<file path="config.mk">
export PLATFORM = sky130hd
export DESIGN_NAME = vend_ctrl_flat
export DESIGN_NICKNAME = d
export VERILOG_FILES = /design/src/rtl/vend_pkg.sv /design/src/rtl/vend_if.sv /design/src/rtl/vend_timer.sv /design/src/rtl/vend_ctrl.sv /design/src/flat_wrapper.sv
export SDC_FILE = /design/constraint.sdc
export NUM_CORES = 1
export LEC_CHECK = 0
export BUFFER_PORTS_ARGS = -buffer_cell sky130_fd_sc_hd__buf_2
export CORE_ASPECT_RATIO = 1.1
export CORE_MARGIN = 4
export CORE_UTILIZATION = 46
export DETAILED_ROUTE_END_ITERATION = 10
export GPL_TIMING_DRIVEN = 0
export PLACE_DENSITY = 0.65
export SLEW_MARGIN = 20
export SYNTH_ARGS = -nofsm -noshare
export SYNTH_HDL_FRONTEND = slang
export SYNTH_SLANG_ARGS = --single-unit
</file>
<file path="constraint.sdc">
create_clock -name clk -period 3.5 [get_ports clk]
set_input_delay 0.35 -clock clk [delete_from_list [all_inputs] [get_ports clk]]
set_output_delay 0.35 -clock clk [all_outputs]
set_load 0.1 [all_outputs]
</file>
<file path="src/rtl/vend_pkg.sv">
// rtl/vend_pkg.sv - shared types and constants for the vending transaction controller
package vend_pkg;

    localparam int CREDIT_W     = 4;
    localparam int SUM_W        = CREDIT_W + 1;
    localparam int COIN_ONE_VAL = 1;
    localparam int COIN_TWO_VAL = 2;

    typedef enum logic [1:0] {
        IDLE   = 2'd0,
        CREDIT = 2'd1,
        VEND   = 2'd2,
        CHANGE = 2'd3
    } vend_state_e;

    // Value of the coins presented in one cycle; both together count as 3.
    function automatic logic [SUM_W-1:0] coin_value(input logic one, input logic two);
        logic [SUM_W-1:0] v;
        v = '0;
        if (one) v = v + SUM_W'(COIN_ONE_VAL);
        if (two) v = v + SUM_W'(COIN_TWO_VAL);
        return v;
    endfunction

endpackage

</file>
<file path="src/rtl/vend_if.sv">
// rtl/vend_if.sv - coin, cancel, dispenser and status signals of the vending controller
interface vend_if;
    import vend_pkg::*;

    logic                coin_one;
    logic                coin_two;
    logic                cancel;
    logic                disp_ack;
    logic [1:0]          state;
    logic [CREDIT_W-1:0] credit;
    logic                disp_req;
    logic                change_pulse;
    logic                coin_reject;

    modport master (
        output coin_one, coin_two, cancel, disp_ack,
        input  state, credit, disp_req, change_pulse, coin_reject
    );

    modport slave (
        input  coin_one, coin_two, cancel, disp_ack,
        output state, credit, disp_req, change_pulse, coin_reject
    );

endinterface

</file>
<file path="src/rtl/vend_timer.sv">
// rtl/vend_timer.sv - inactivity counter that flags the last cycle of the timeout window
module vend_timer #(
    parameter int TIMEOUT = 1000
) (
    input  logic clk,
    input  logic rst,
    input  logic clr,
    input  logic en,
    output logic expired
);

    localparam int           W    = $clog2(TIMEOUT);
    localparam logic [W-1:0] LAST = W'(TIMEOUT - 1);

    logic [W-1:0] count;

    // Count enabled cycles; a clear always wins so the count never runs past LAST.
    always_ff @(posedge clk or negedge rst) begin
        if (!rst) begin
            count <= '0;
        end else if (clr) begin
            count <= '0;
        end else if (en) begin
            count <= count + W'(1);
        end
    end

    assign expired = en && (count == LAST);

endmodule

</file>
<file path="src/rtl/vend_ctrl.sv">
// rtl/vend_ctrl.sv - coin credit, dispense handshake and change/refund sequencing
module vend_ctrl #(
    parameter int PRICE      = 3,
    parameter int MAX_CREDIT = 7,
    parameter int TIMEOUT    = 1000
) (
    input  logic clk,
    input  logic rst,
    vend_if.slave bus
);
    import vend_pkg::*;

    localparam logic [SUM_W-1:0] PRICE_V = SUM_W'(PRICE);
    localparam logic [SUM_W-1:0] MAX_V   = SUM_W'(MAX_CREDIT);

    vend_state_e         state_q, state_d;
    logic [CREDIT_W-1:0] credit_q, credit_d;
    logic                reject_q, reject_d;

    logic [SUM_W-1:0]    coin_v;
    logic [SUM_W-1:0]    credit_ext;
    logic [SUM_W-1:0]    credit_sum;
    logic [SUM_W-1:0]    remainder;
    logic                coin_ok;
    logic                coin_acc;
    logic                tmr_clr;
    logic                tmr_en;
    logic                tmr_expired;

    // Widen before adding so an overflowing coin is detected rather than wrapped.
    assign coin_v     = coin_value(bus.coin_one, bus.coin_two);
    assign credit_ext = SUM_W'(credit_q);
    assign credit_sum = credit_ext + coin_v;
    assign remainder  = credit_ext - PRICE_V;

    // A coin is only taken while collecting credit, never alongside a cancel.
    assign coin_ok  = ((state_q == IDLE) || (state_q == CREDIT)) && !bus.cancel
                      && (credit_sum <= MAX_V);
    assign coin_acc = coin_ok && (coin_v != '0);

    // The inactivity window restarts on every accepted coin and whenever CREDIT is left.
    assign tmr_en  = (state_q == CREDIT);
    assign tmr_clr = coin_acc || (state_d != CREDIT);

    vend_timer #(
        .TIMEOUT (TIMEOUT)
    ) u_timer (
        .clk     (clk),
        .rst     (rst),
        .clr     (tmr_clr),
        .en      (tmr_en),
        .expired (tmr_expired)
    );

    // State, credit and reject flag registers.
    always_ff @(posedge clk or negedge rst) begin
        if (!rst) begin
            state_q  <= IDLE;
            credit_q <= '0;
            reject_q <= 1'b0;
        end else begin
            state_q  <= state_d;
            credit_q <= credit_d;
            reject_q <= reject_d;
        end
    end

    // Next state and credit; cancel outranks a same-cycle coin, a coin outranks the timeout.
    always_comb begin
        state_d  = state_q;
        credit_d = credit_q;
        reject_d = (coin_v != '0) && !coin_ok;
        case (state_q)
            IDLE: begin
                if (coin_acc) begin
                    credit_d = credit_sum[CREDIT_W-1:0];
                    state_d  = (credit_sum >= PRICE_V) ? VEND : CREDIT;
                end
            end
            CREDIT: begin
                if (bus.cancel) begin
                    state_d = CHANGE;
                end else if (coin_acc) begin
                    credit_d = credit_sum[CREDIT_W-1:0];
                    state_d  = (credit_sum >= PRICE_V) ? VEND : CREDIT;
                end else if (tmr_expired) begin
                    state_d = CHANGE;
                end
            end
            VEND: begin
                if (bus.disp_ack) begin
                    credit_d = remainder[CREDIT_W-1:0];
                    state_d  = (remainder != '0) ? CHANGE : IDLE;
                end
            end
            CHANGE: begin
                if (credit_q <= CREDIT_W'(1)) begin
                    credit_d = '0;
                    state_d  = IDLE;
                end else begin
                    credit_d = credit_q - CREDIT_W'(1);
                end
            end
            default: begin
                state_d  = IDLE;
                credit_d = '0;
            end
        endcase
    end

    assign bus.state        = state_q;
    assign bus.credit       = credit_q;
    assign bus.disp_req     = (state_q == VEND);
    assign bus.change_pulse = (state_q == CHANGE);
    assign bus.coin_reject  = reject_q;

endmodule

</file>
<file path="src/flat_wrapper.sv">
// flat-port wrapper written by rule: the top's interface ports become plain ports
module vend_ctrl_flat import vend_pkg::*;
#(
    parameter int PRICE      = 3,
    parameter int MAX_CREDIT = 7,
    parameter int TIMEOUT    = 1000
)
  (clk, rst, bus_coin_one, bus_coin_two, bus_cancel, bus_disp_ack, bus_state, bus_credit, bus_disp_req, bus_change_pulse, bus_coin_reject);
  vend_if bus_i ();
  input  logic clk;
  input  logic rst;
  input wire logic [$bits(bus_i.coin_one)-1:0] bus_coin_one;
  input wire logic [$bits(bus_i.coin_two)-1:0] bus_coin_two;
  input wire logic [$bits(bus_i.cancel)-1:0] bus_cancel;
  input wire logic [$bits(bus_i.disp_ack)-1:0] bus_disp_ack;
  output wire logic [$bits(bus_i.state)-1:0] bus_state;
  output wire logic [$bits(bus_i.credit)-1:0] bus_credit;
  output wire logic [$bits(bus_i.disp_req)-1:0] bus_disp_req;
  output wire logic [$bits(bus_i.change_pulse)-1:0] bus_change_pulse;
  output wire logic [$bits(bus_i.coin_reject)-1:0] bus_coin_reject;
  assign bus_i.coin_one = bus_coin_one;
  assign bus_i.coin_two = bus_coin_two;
  assign bus_i.cancel = bus_cancel;
  assign bus_i.disp_ack = bus_disp_ack;
  assign bus_state = bus_i.state;
  assign bus_credit = bus_i.credit;
  assign bus_disp_req = bus_i.disp_req;
  assign bus_change_pulse = bus_i.change_pulse;
  assign bus_coin_reject = bus_i.coin_reject;
  vend_ctrl #(.PRICE(PRICE), .MAX_CREDIT(MAX_CREDIT), .TIMEOUT(TIMEOUT)) u_core (.clk(clk), .rst(rst), .bus(bus_i));
endmodule
</file>
==> results.md, run 1 <==
- Largest family of logic cells by synthesized area: simple AND/OR/NAND/NOR gates
- Gate count of the mapped netlist: 133
- Avg Cell Area, Syn: 9.55 um^2
- Total negative setup slack: 0 ps
- Worst setup EP type: register
- Top Metal Used: met4
- Largest net degree at the start of global routing: 18
- Initial core utilization: 49.5%
- Clk_lat worst skew: 290 ps
- Diodes inserted: 0
- WS Path Type: reg2reg
- Post-CTS Setup Bufs: 0
- Final Setup Violations: 0
- Seq cells post-synth: 17
- Netlist cell types: 48
- Met3 WL: 58 um
- Die Ht: 63.1 um
- Met1 wire length: 1160 um
- Max Slew Vio Count: 0
- Ranking of synthesized cells by area: dfrtp_1 (33%), ha_1 (5.9%), nor2_1 (4.1%), xnor2_1 (4.1%), xor2_1 (3.4%)
- Wire per inst: 14.5 um
- CP peak stage delay: 510 ps
- Fmax: 424 MHz
- WP data arrival: 2580 ps
- Detailed Route WL: 2650 um
- Prevailing post-synth register cell: dfrtp_1
- Post-layout util: 55.1%
- Worst-Margin Slew: 486 ps
- Clock skew: 4.57 ps
- Mux cell area share after synthesis: 2.86%
- Most common library cell in the layout ignoring fill and taps: dfrtp_1
- DRC: 0
- Number of global-route vias before repair: 1040
- Clock transition at path regs: 100 ps
- Seq/Total Area, Yosys: 33.5%
- Pre-CTS setup slack: 1180 ps
- Fin crit share: 67.4%
- Port Buf Inserts: 14
- Total grt overflow: 0
- Via-per-instance ratio: 5.69
- CP cell instances: ha_1 -> fa_1 -> a31o_2 -> nor2_4 -> nand2_4 -> mux2_4 -> o221ai_2
- Total CTS buffers: 3
- Commonest non-fill, non-tap cells in the layout: dfrtp_1 (17), nor2_1 (14), buf_2 (14)
- Syn. warnings: 0
- First-pass GRT wire length: 4660 um
- Crit-path max FO: 10
- Slowest CP cell: dfrtp_1
- Finished Layout Cells: 183
- Iter 0 DRT Violations: 28
- Post-synth EDFFs: 0
- Crit path launch type: register
- Min cycle time layout: 2360 ps
- Routability Congestion: 0.870
- Post-DP HPWL: 2030 um
- IO Pins: 15
- Core Box Area: 2570 um^2
- Die ar.: 3670 um^2
- Slew margin rel.: 67.8%
- Placed cell count: 178
- Xor/xnor share of the synthesized area: 7.59%
- Overall routing resource usage: 16.2%
- DIE WIDTH: 58.1 um
- Share of layout cells above drive strength 1: 24.3%
- Area delta synth->final: 11.4%
- Post-route setup slack: 1140 ps
- Met2 WL post-DR: 1360 um
- Site Rows: 19
- Top cell type's share of synthesized area: 33.5%
- Root Driver: clkbuf_4
- Synth Area in Simple Gates: 26.8%
- Post-synthesis adder-cell area fraction: 7.49%
- RSZ-0062 raised after global routing: false
- Status: finished clean
- CTS max path bufs: 2
- Pre-antenna DRT Iters: 4
- Initial antenna violation count: 0
- Syn Nets: 146
- Layout Nets: 166
- Top cell type by total area after synthesis: dfrtp_1
- Max_cap viols: 0
- Final hold violations: 0
- CP delay by family, top: adder cells
- H-tree depth: 1
- WP data required: 3720 ps
- Vias: 1042
- Synth Area in Compound Gates: 16.5%
- TritonCTS clock tree: built
- Min-delay worst type: in2reg
- FILL cells: 247
- Final ANT Viol Nets: 0
- Ys async rst share: 100%
- Clock sinks: 17
- Mapped cell area: 1270 um^2
- WP buf/inv: 0
-- tightest hold or removal path, stage by stage --
cell and delay, ps:
buf_2 90, nor2_1 80, a21oi_1 120
-- sequential cells by signal, summed over array words and instances (netlist names) --
register / flops
u_core.bus.coin_reject: 1
u_core.bus.credit: 4
u_core.bus.state: 2
u_core.u_timer.count: 10
-- per-stage QoR --
| step | cell area (um^2) | hold WS (ps) |
|---|---|---|
| final | 1420 | 388 |
| after global routing | 1420 | 410 |
| after CTS | 1420 | 395 |
| after detailed placement | 1380 | 295 |
| after global placement | 1380 | 292 |
| after floorplan | 1270 | 54.4 |
-- kinds of logic after synthesis --
group / Yosys count
simple gates: 57
compound gates: 27
flops: 17
xor+xnor: 11
buf+inv: 11
fa+ha+maj: 7
mux: 3
-- synth_stat cells (all sizes together) (3+ instances only) --
cell type / number
dfrtp: 17
nor2: 15
nand2: 12
a21oi: 7
inv: 7
o21ai: 7
ha: 6
xnor2: 6
nand3: 5
xor2: 5
buf: 4
nand4: 4
nor3: 4
and3: 3
-- cell type report --
type	count	area [um^2]	area share (%)
multi-input combinational	105	777	54.9
sequential	17	425	30.1
inverter	7	26.3	1.86
buffer	4	41.3	2.92
tap	31	38.8	2.74
clock buffer	4	26.3	1.86
timing repair buffer	15	80.1	5.66
-- per-layer routing --
metal,track usage [%],vias up
met2,26.8,19
li1,-,512
met4,8.99,0
met1,20.1,504
met5,0,-
met3,1.63,7
-- path summary, 6_finish.rpt --
path / startpoint / endpoint / slack (ps) / cells past startpoint
min reg2reg: u_core.u_timer.count[7] / u_core.u_timer.count[7] / 550 / 2
max in group asynchronous: rst / u_core.u_timer.count[3] / 2730 / 2
min: bus_coin_one / u_core.bus.coin_reject / 390 / 3
max reg2reg: u_core.bus.credit[0] / u_core.bus.credit[0] / 1140 / 7
min in group asynchronous: rst / u_core.u_timer.count[9] / 500 / 2
max: u_core.bus.credit[0] / u_core.bus.credit[0] / 1140 / 7
-- what timing repair did --
action                                  in CTS  in global routing
resized for setup                            0                  0
endpoints found under the setup margin       0                  0
endpoints found under the hold margin       17                  0
hold buffers                                 1                  0
Power of run 1 is left out: the tool's default activity adds up to more than one toggle a clock period on the data nets, which glitch-free logic cannot reach.
==> run 2, diff against run 1 <==
--- a/config.mk
+++ b/config.mk
@@ -5,6 +5,7 @@
 export SDC_FILE = /design/constraint.sdc
 export NUM_CORES = 1
 export LEC_CHECK = 0
+export ABC_AREA = 1
 export BUFFER_PORTS_ARGS = -buffer_cell sky130_fd_sc_hd__buf_2
 export CORE_ASPECT_RATIO = 1.1
 export CORE_MARGIN = 4
==> constraint.sdc (replaced) <==
create_clock -name clk -period 2.4 [get_ports clk]
set_input_delay 0.24 -clock clk [delete_from_list [all_inputs] [get_ports clk]]
set_output_delay 0.24 -clock clk [all_outputs]
set_load 0.1 [all_outputs]
==> run 2 against run 1 <==
Utilization up 0.56 points. Hold slack got worse by 39 ps. Critical path depth up 3. Sequential share of layout area down 0.31 points. Clock skew up 3.3 ps. Largest cell class unchanged.
==> results.md, run 2 <==
- Status: finished clean
- Initial antenna violation count: 0 (unchanged)
- Core Box Area: 2590 um^2 (+0.93%)
- Top reg by flops: u_core.u_timer.count
- DRC: 0 (unchanged)
- Prevailing post-synth register cell: dfrtp_1
- Ranking of synthesized cells by area: dfrtp_1 (33%), nand2_1 (6.4%), nor2_2 (6.3%), ha_1 (5.8%), inv_1 (4.9%)
- Top cell type by total area after synthesis: dfrtp_1
- Syn. warnings: 0 (unchanged)
- Min-delay worst type: in2reg
- Synth Area in Compound Gates: 9.96% (-6.5 points)
- Final Setup Violations: 0 (unchanged)
- Clock sinks: 17 (unchanged)
- Iter 0 DRT Violations: 30 (+7.1%)
- Finished Layout Cells: 204 (+11%)
- Area delta synth->final: 11.5% (about the same)
- Min cycle time layout: 2110 ps (-253 ps)
- TritonCTS clock tree: built
- Fmax: 475 MHz (+12%)
- Seq/Total Area, Yosys: 32.9% (-0.62 points)
- Max reg flops: 10 (unchanged)
- Detailed Route WL: 2420 um (-8.7%)
- Crit path launch type: register
- WS Path Type: reg2reg
- Root Driver: clkbuf_4
- Syn Nets: 167 (+14%)
- Share of layout cells above drive strength 1: 36.4% (+12 points)
- Gate count of the mapped netlist: 154 (+16%)
- WP data arrival: 2270 ps (-310 ps)
- Die ar.: 3730 um^2 (+1.6%)
- Overall routing resource usage: 15.2% (-0.98 points)
- Final ANT Viol Nets: 0 (unchanged)
- Routability Congestion: 0.871 (about the same)
- Die Ht: 63.6 um (+0.81%)
- Pre-CTS setup slack: 309 ps (-868 ps)
- Ys async rst share: 100% (unchanged)
- Post-route setup slack: 295 ps (-847 ps)
- Post-DP HPWL: 1990 um (-1.7%)
- Most common library cell in the layout ignoring fill and taps: nand2_1
- RSZ-0062 raised after global routing: false
- Wire per inst: 11.9 um (-18%)
- Hold_buf cts: 1 (unchanged)
- Site Rows: 19 (unchanged)
- Netlist cell types: 30 (-38%)
- Mux cell area share after synthesis: 0% (-2.9 points)
- Largest family of logic cells by synthesized area: simple AND/OR/NAND/NOR gates
- Clock transition at path regs: 90 ps (about the same)
- Xor/xnor share of the synthesized area: 4.06% (-3.5 points)
- Commonest non-fill, non-tap cells in the layout: nand2_1 (22), inv_1 (17), buf_2 (14), dfrtp_1 (14), nor2_2 (13)
- Total grt overflow: 0 (unchanged)
- Mapped cell area: 1290 um^2 (+1.9%)
- WP data required: 2570 ps (-1150 ps)
- Diodes inserted: 0 (unchanged)
- Worst-Margin Slew: 487 ps (+0.638 ps)
- Pre-antenna DRT Iters: 4 (unchanged)
- CTS resizes: 0 (unchanged)
- Post-synthesis adder-cell area fraction: 7.35% (-0.14 points)
- H-tree depth: 1 (unchanged)
- Post-CTS Setup Bufs: 0 (unchanged)
- Clock skew: 7.89 ps (+3.32 ps)
- Max_cap viols: 0 (unchanged)
- Count leader, synth: nand2_1
- Seq cells post-synth: 17 (unchanged)
- Total CTS buffers: 3 (unchanged)
- Final hold violations: 0 (unchanged)
- DIE WIDTH: 58.6 um (+0.80%)
- CTS max path bufs: 2 (unchanged)
- IO Pins: 15 (unchanged)
- Top cell type's share of synthesized area: 32.9% (-0.62 points)
- Avg Cell Area, Syn: 8.40 um^2 (-12%)
- First-pass GRT wire length: 4450 um (-4.4%)
- Largest net degree at the start of global routing: 18 (unchanged)
- Max Slew Vio Count: 0 (unchanged)
- Number of global-route vias before repair: 1021 (-1.8%)
- Synth Area in Simple Gates: 37.8% (+11 points)
- Post-synth EDFFs: 0 (unchanged)
- Clk_lat worst skew: 280 ps (about the same)
- Crit-path max FO: 10 (unchanged)
- Fin crit share: 87.7% (+20 points)
- Vias: 1024 (-1.7%)
- Via-per-instance ratio: 5.02 (-12%)
- Layout Nets: 187 (+13%)
- Port Buf Inserts: 14 (unchanged)
- Placed cell count: 199 (+12%)
- Total negative setup slack: 0 ps (unchanged)
- Slew margin rel.: 67.8% (about the same)
- Commonest cells post-synth: nand2_1 (22), dfrtp_1 (17), inv_1 (17)
- Worst setup EP type: register
- Initial core utilization: 49.9% (+0.46 points)
run 2: cell count changes in the layout (fill, tap and decap cells not counted), moves of 4 or more:
cell,previous run,this run
nand2_1,10,22
o21ai_0,7,11
nor2_2,0,13
nor2_1,14,10
inv_2,0,4
xnor2_1,6,2
inv_1,7,17
nand2_2,1,7
nand3_2,0,6
run 2: worst paths after layout:
check | from | end | slack [ps] | cells after the start
max | u_core.bus.credit[0] | u_core.u_timer.count[0] | 290 | 10
min in group asynchronous | rst | u_core.u_timer.count[3] | 400 | 2
max in group asynchronous | rst | u_core.bus.credit[0] | 1690 | 2
min reg2reg | u_core.u_timer.count[0] | u_core.u_timer.count[0] | 480 | 1
min | bus_coin_one | u_core.bus.coin_reject | 350 | 5
max reg2reg | u_core.bus.credit[0] | u_core.u_timer.count[0] | 290 | 10
run 2: worst max-delay path: stages, from the launching register on:
cell and delay, ps:
dfrtp_2 470, ha_1 280, fa_1 420, nand3_1 110, nand3_2 70, inv_2 90
nand4_1 140, nand3_1 130, nand2_2 70, nand2_4 170, nor2_2 50
run 2: final cells by class:
type	instances	area (um^2)
fill	220	1150
multi-input combinational	113	766
sequential	17	429
inverter	23	91.3
timing repair buffer	15	80.1
tap	31	38.8
clock buffer	4	26.3
buffer	1	11.3
run 2: metal layers:
| layer | track usage (%) | vias to the layer above | share of wire (%) |
|---|---|---|---|
| li1 | - | 538 | - |
| met1 | 20.5 | 467 | 47 |
| met2 | 23.3 | 15 | 49 |
| met3 | 2.86 | 4 | 3.5 |
| met4 | 6.38 | 0 | 1.1 |
| met5 | 0 | - | 0 |
run 2: kinds of logic after synthesis:
kind of cell	count (synthesis)
AOI/OAI and AO/OA	21
xor gates and xnor gates	6
adders and majority gates	7
buffers and inverters	24
DFF	17
and+or+nand+nor	79
run 2: metrics by stage:
| stage | hold slack [ps] | cell area (um^2) | utilization, % |
|---|---|---|---|
| 2_1_floorplan | -55.6 | 1300 | - |
| 3_3_place_gp | 189 | 1410 | 54.3 |
| 3_5_place_dp | 188 | 1410 | 54.3 |
| 4_1_cts | 342 | 1440 | 55.7 |
| 5_1_grt | 350 | 1440 | 55.7 |
| 6_report | 349 | 1440 | 55.7 |
Power of run 2 is left out for the same reason.
==> run 3, diff against run 2 <==
--- a/config.mk
+++ b/config.mk
@@ -16,4 +16,5 @@
 export SLEW_MARGIN = 20
 export SYNTH_ARGS = -nofsm -noshare
 export SYNTH_HDL_FRONTEND = slang
+export SYNTH_HIERARCHICAL = 1
 export SYNTH_SLANG_ARGS = --single-unit
==> run 3 against run 2 <==
Cell area up 9.7%. Clock skew up 5.4 ps. Count of clock-buffer cells in the layout down 1. Register-to-register slack worse by 290 ps. First-iteration DRC count up 40%. Routed wire length up 21%. Global-route usage up 1.3 points. Worst setup slack worse by 290 ps. Utilization up 5.4 points. Largest cell class unchanged.
==> results.md, run 3 <==
- Commonest cells post-synth: nand2_1 (42), inv_1 (23), dfrtp_1 (17), nor2_1 (17), nand3_1 (15)
- Largest net degree at the start of global routing: 18 (unchanged)
- WS Path Type: reg2reg
- Detailed Route WL: 2940 um (+21%)
- Commonest non-fill, non-tap cells in the layout: nand2_1 (39), inv_1 (22), nor2_1 (16)
- Top reg by flops: u_core/u_timer/count
- Top cell type's share of synthesized area: 32.7% (-0.16 points)
- Area delta synth->final: 21.8%
- Final ANT Viol Nets: 0 (unchanged)
- Port Buf Inserts: 14 (unchanged)
- Core Box Area: 2590 um^2 (unchanged)
- Root Driver: clkbuf_4
- Total grt overflow: 0 (unchanged)
- Synth Area in Simple Gates: 37.2% (-0.57 points)
- Seq/Total Area, Yosys: 32.7% (-0.16 points)
- Crit path top cell by count: nand2_1
- Avg Cell Area, Syn: 7.30 um^2 (-13%)
- FILL cells: 243 (+10%)
- Diodes inserted: 0 (unchanged)
- Worst-Margin Slew: 486 ps (-0.360 ps)
- Pre-antenna DRT Iters: 6 (+2)
- Iter 0 DRT Violations: 42 (+40%)
- Netlist cell types: 28 (-6.7%)
- Number of global-route vias before repair: 1140 (+12%)
- Pre-CTS setup slack: -212 ps (-521 ps)
- Post-DP HPWL: 2160 um (+8.4%)
- Largest family of logic cells by synthesized area: simple AND/OR/NAND/NOR gates
- Min cycle time layout: 2400 ps (+292 ps)
- TritonCTS clock tree: built
- Seq cells post-synth: 17 (unchanged)
- Crit path launch type: register
- Gate count of the mapped netlist: 178 (+16%)
- Wire per inst: 12.5 um (+4.9%)
- Prevailing post-synth register cell: dfrtp_1
- Syn. warnings: 6 (+6)
- Post-layout util: 61.1% (+5.4 points)
- Clk_lat worst skew: 300 ps (+20 ps)
- Share of layout cells above drive strength 1: 32.2% (-4.2 points)
- Slowest CP cell: fa_2
- Xor/xnor share of the synthesized area: 2.02% (-2.0 points)
- Post-route setup slack: 2.47 ps (-292 ps)
- Most common library cell in the layout ignoring fill and taps: nand2_1
- Min-delay worst type: in2reg
- Die Ht: 63.8 um (+0.21%)
- RSZ-0062 raised after global routing: true
- Clock skew: 13.3 ps (+5.45 ps)
- Die ar.: 3740 um^2 (+0.42%)
- Max Slew Vio Count: 0 (unchanged)
- WP data required: 2620 ps (+50 ps)
- Status: finished clean
- Top cell type by total area after synthesis: dfrtp_1
- Syn Nets: 191 (+14%)
- Via-per-instance ratio: 5.27 (+5.0%)
- Synth Area in Compound Gates: 11.2% (+1.2 points)
- Layout Nets: 219 (+17%)
- Total CTS buffers: 3 (unchanged)
- Vias: 1244 (+21%)
- Ys async rst share: 100% (unchanged)
- DIE WIDTH: 58.7 um (+0.20%)
- Count leader, synth: nand2_1
- Max_cap viols: 0 (unchanged)
- Fmax: 417 MHz (-12%)
- CTS max path bufs: 2 (unchanged)
- First-pass GRT wire length: 4890 um (+9.8%)
- CP cell instances: ha_4 -> fa_2 -> nand2_1 -> nand3_1 -> nand4_1 -> nand2_1 -> nand2_1 -> nand2_1 -> nand2_2 -> nand2_4 -> nor2_4 -> nor2_4 -> a21oi_1 -> nor3_1
- DRC: 0 (unchanged)
- Post-synth EDFFs: 0 (unchanged)
- Final hold violations: 0 (unchanged)
- Clock sinks: 17 (unchanged)
- Slew margin rel.: 67.8% (about the same)
- Worst setup EP type: register
- FF/Latch Area: 435 um^2 (+1.5%)
- Routability Congestion: 0.868 (-0.29%)
- CP peak stage delay: 530 ps (+60 ps)
- Post-synthesis adder-cell area fraction: 7.31% (-0.035 points)
- Mapped cell area: 1300 um^2 (+0.48%)
- Fin crit share: 99.9% (+12 points)
- Footprint of the multi-input gates: 807 um^2 (+5.4%)
- H-tree depth: 1 (unchanged)
- Overall routing resource usage: 16.5% (+1.3 points)
- IO Pins: 15 (unchanged)
- Site Rows: 19 (unchanged)
- Initial core utilization: 50.2% (+0.24 points)
- WP data arrival: 2620 ps (+350 ps)
- Max reg flops: 10 (unchanged)
- Mux cell area share after synthesis: 0% (unchanged)
- Initial antenna violation count: 0 (unchanged)
- Final Setup Violations: 0 (unchanged)
- Clock transition at path regs: 110 ps (+20 ps)
- Ranking of synthesized cells by area: dfrtp_1 (33%), nand2_1 (12%), inv_1 (6.6%), ha_1 (5.8%), nand3_1 (5.8%)
- Crit-path max FO: 5 (-5)
[run 3: what timing repair did]
item / 4_1_cts / 5_1_grt
pin swaps: 5 / 6
endpoints found under the hold margin: 17 / 0
resized for setup: 6 / 8
hold buffers: 1 / 0
buffers inserted: 4 / 4
endpoints found under the setup margin: 9 / 9
[run 3: worst paths after layout]
kind                                          from                 endpoint  slack [ps]  cells after the start
max reg2reg                   u_core/bus.credit[0]  u_core/u_timer/count[4]           2                     14
min reg2reg                u_core/u_timer/count[8]  u_core/u_timer/count[8]         520                      2
min                                   bus_disp_ack     u_core/bus.credit[1]         340                      4
max                           u_core/bus.credit[0]  u_core/u_timer/count[4]           2                     14
min in group asynchronous                      rst  u_core/u_timer/count[4]         380                      2
max in group asynchronous                      rst     u_core/bus.credit[0]        1700                      2
[run 3: logic make-up (layout without fill, tap and decap cells)]
kind of cell / count (synthesis) / in the layout
buffers and inverters: 29 / 56
XOR/XNOR: 3 / 3
flip-flops: 17 / 17
AND/OR/NAND/NOR: 98 / 98
AO/OA/AOI/OAI: 24 / 24
adder cells (fa/ha/maj): 7 / 7
[run 3: final cells by class]
class | instances | area share [%]
buffer | 2 | 1.42
clock buffer | 3 | 1.42
clock inverter | 1 | 0.316
multi-input combinational | 132 | 51.0
timing repair buffer | 23 | 9.09
inverter | 27 | 6.80
sequential | 17 | 27.5
tap | 31 | 2.45
[run 3: layer usage]
layer / wire [um] / up-vias / global-route usage, %
li1: - / 631 / -
met1: 1450 / 570 / 22.8
met2: 1290 / 39 / 25.4
met3: 164 / 4 / 3.02
met4: 38 / 0 / 6.23
met5: 0 / - / 0
[run 3: critical path: cells and delay by family, from the launching register on]
kind,cells,cell delay (ps)
AO/OA/AOI/OAI,1,80
adder cells (fa/ha/maj),2,700
flip-flops,1,500
AND/OR/NAND/NOR,11,1050
[run 3: metrics by stage]
step | instance area, um^2 | setup TNS [ps] | std cells | hold slack [ps]
after detailed placement | 1430 | -1120 | 223 | 188
after CTS | 1520 | 0 | 232 | 305
after global placement | 1430 | -1050 | 223 | 179
after global routing | 1580 | -988 | 236 | 333
after floorplan | 1320 | -827 | 178 | -55.6
final | 1580 | 0 | 236 | 339
Power of run 3 is left out for the same reason.
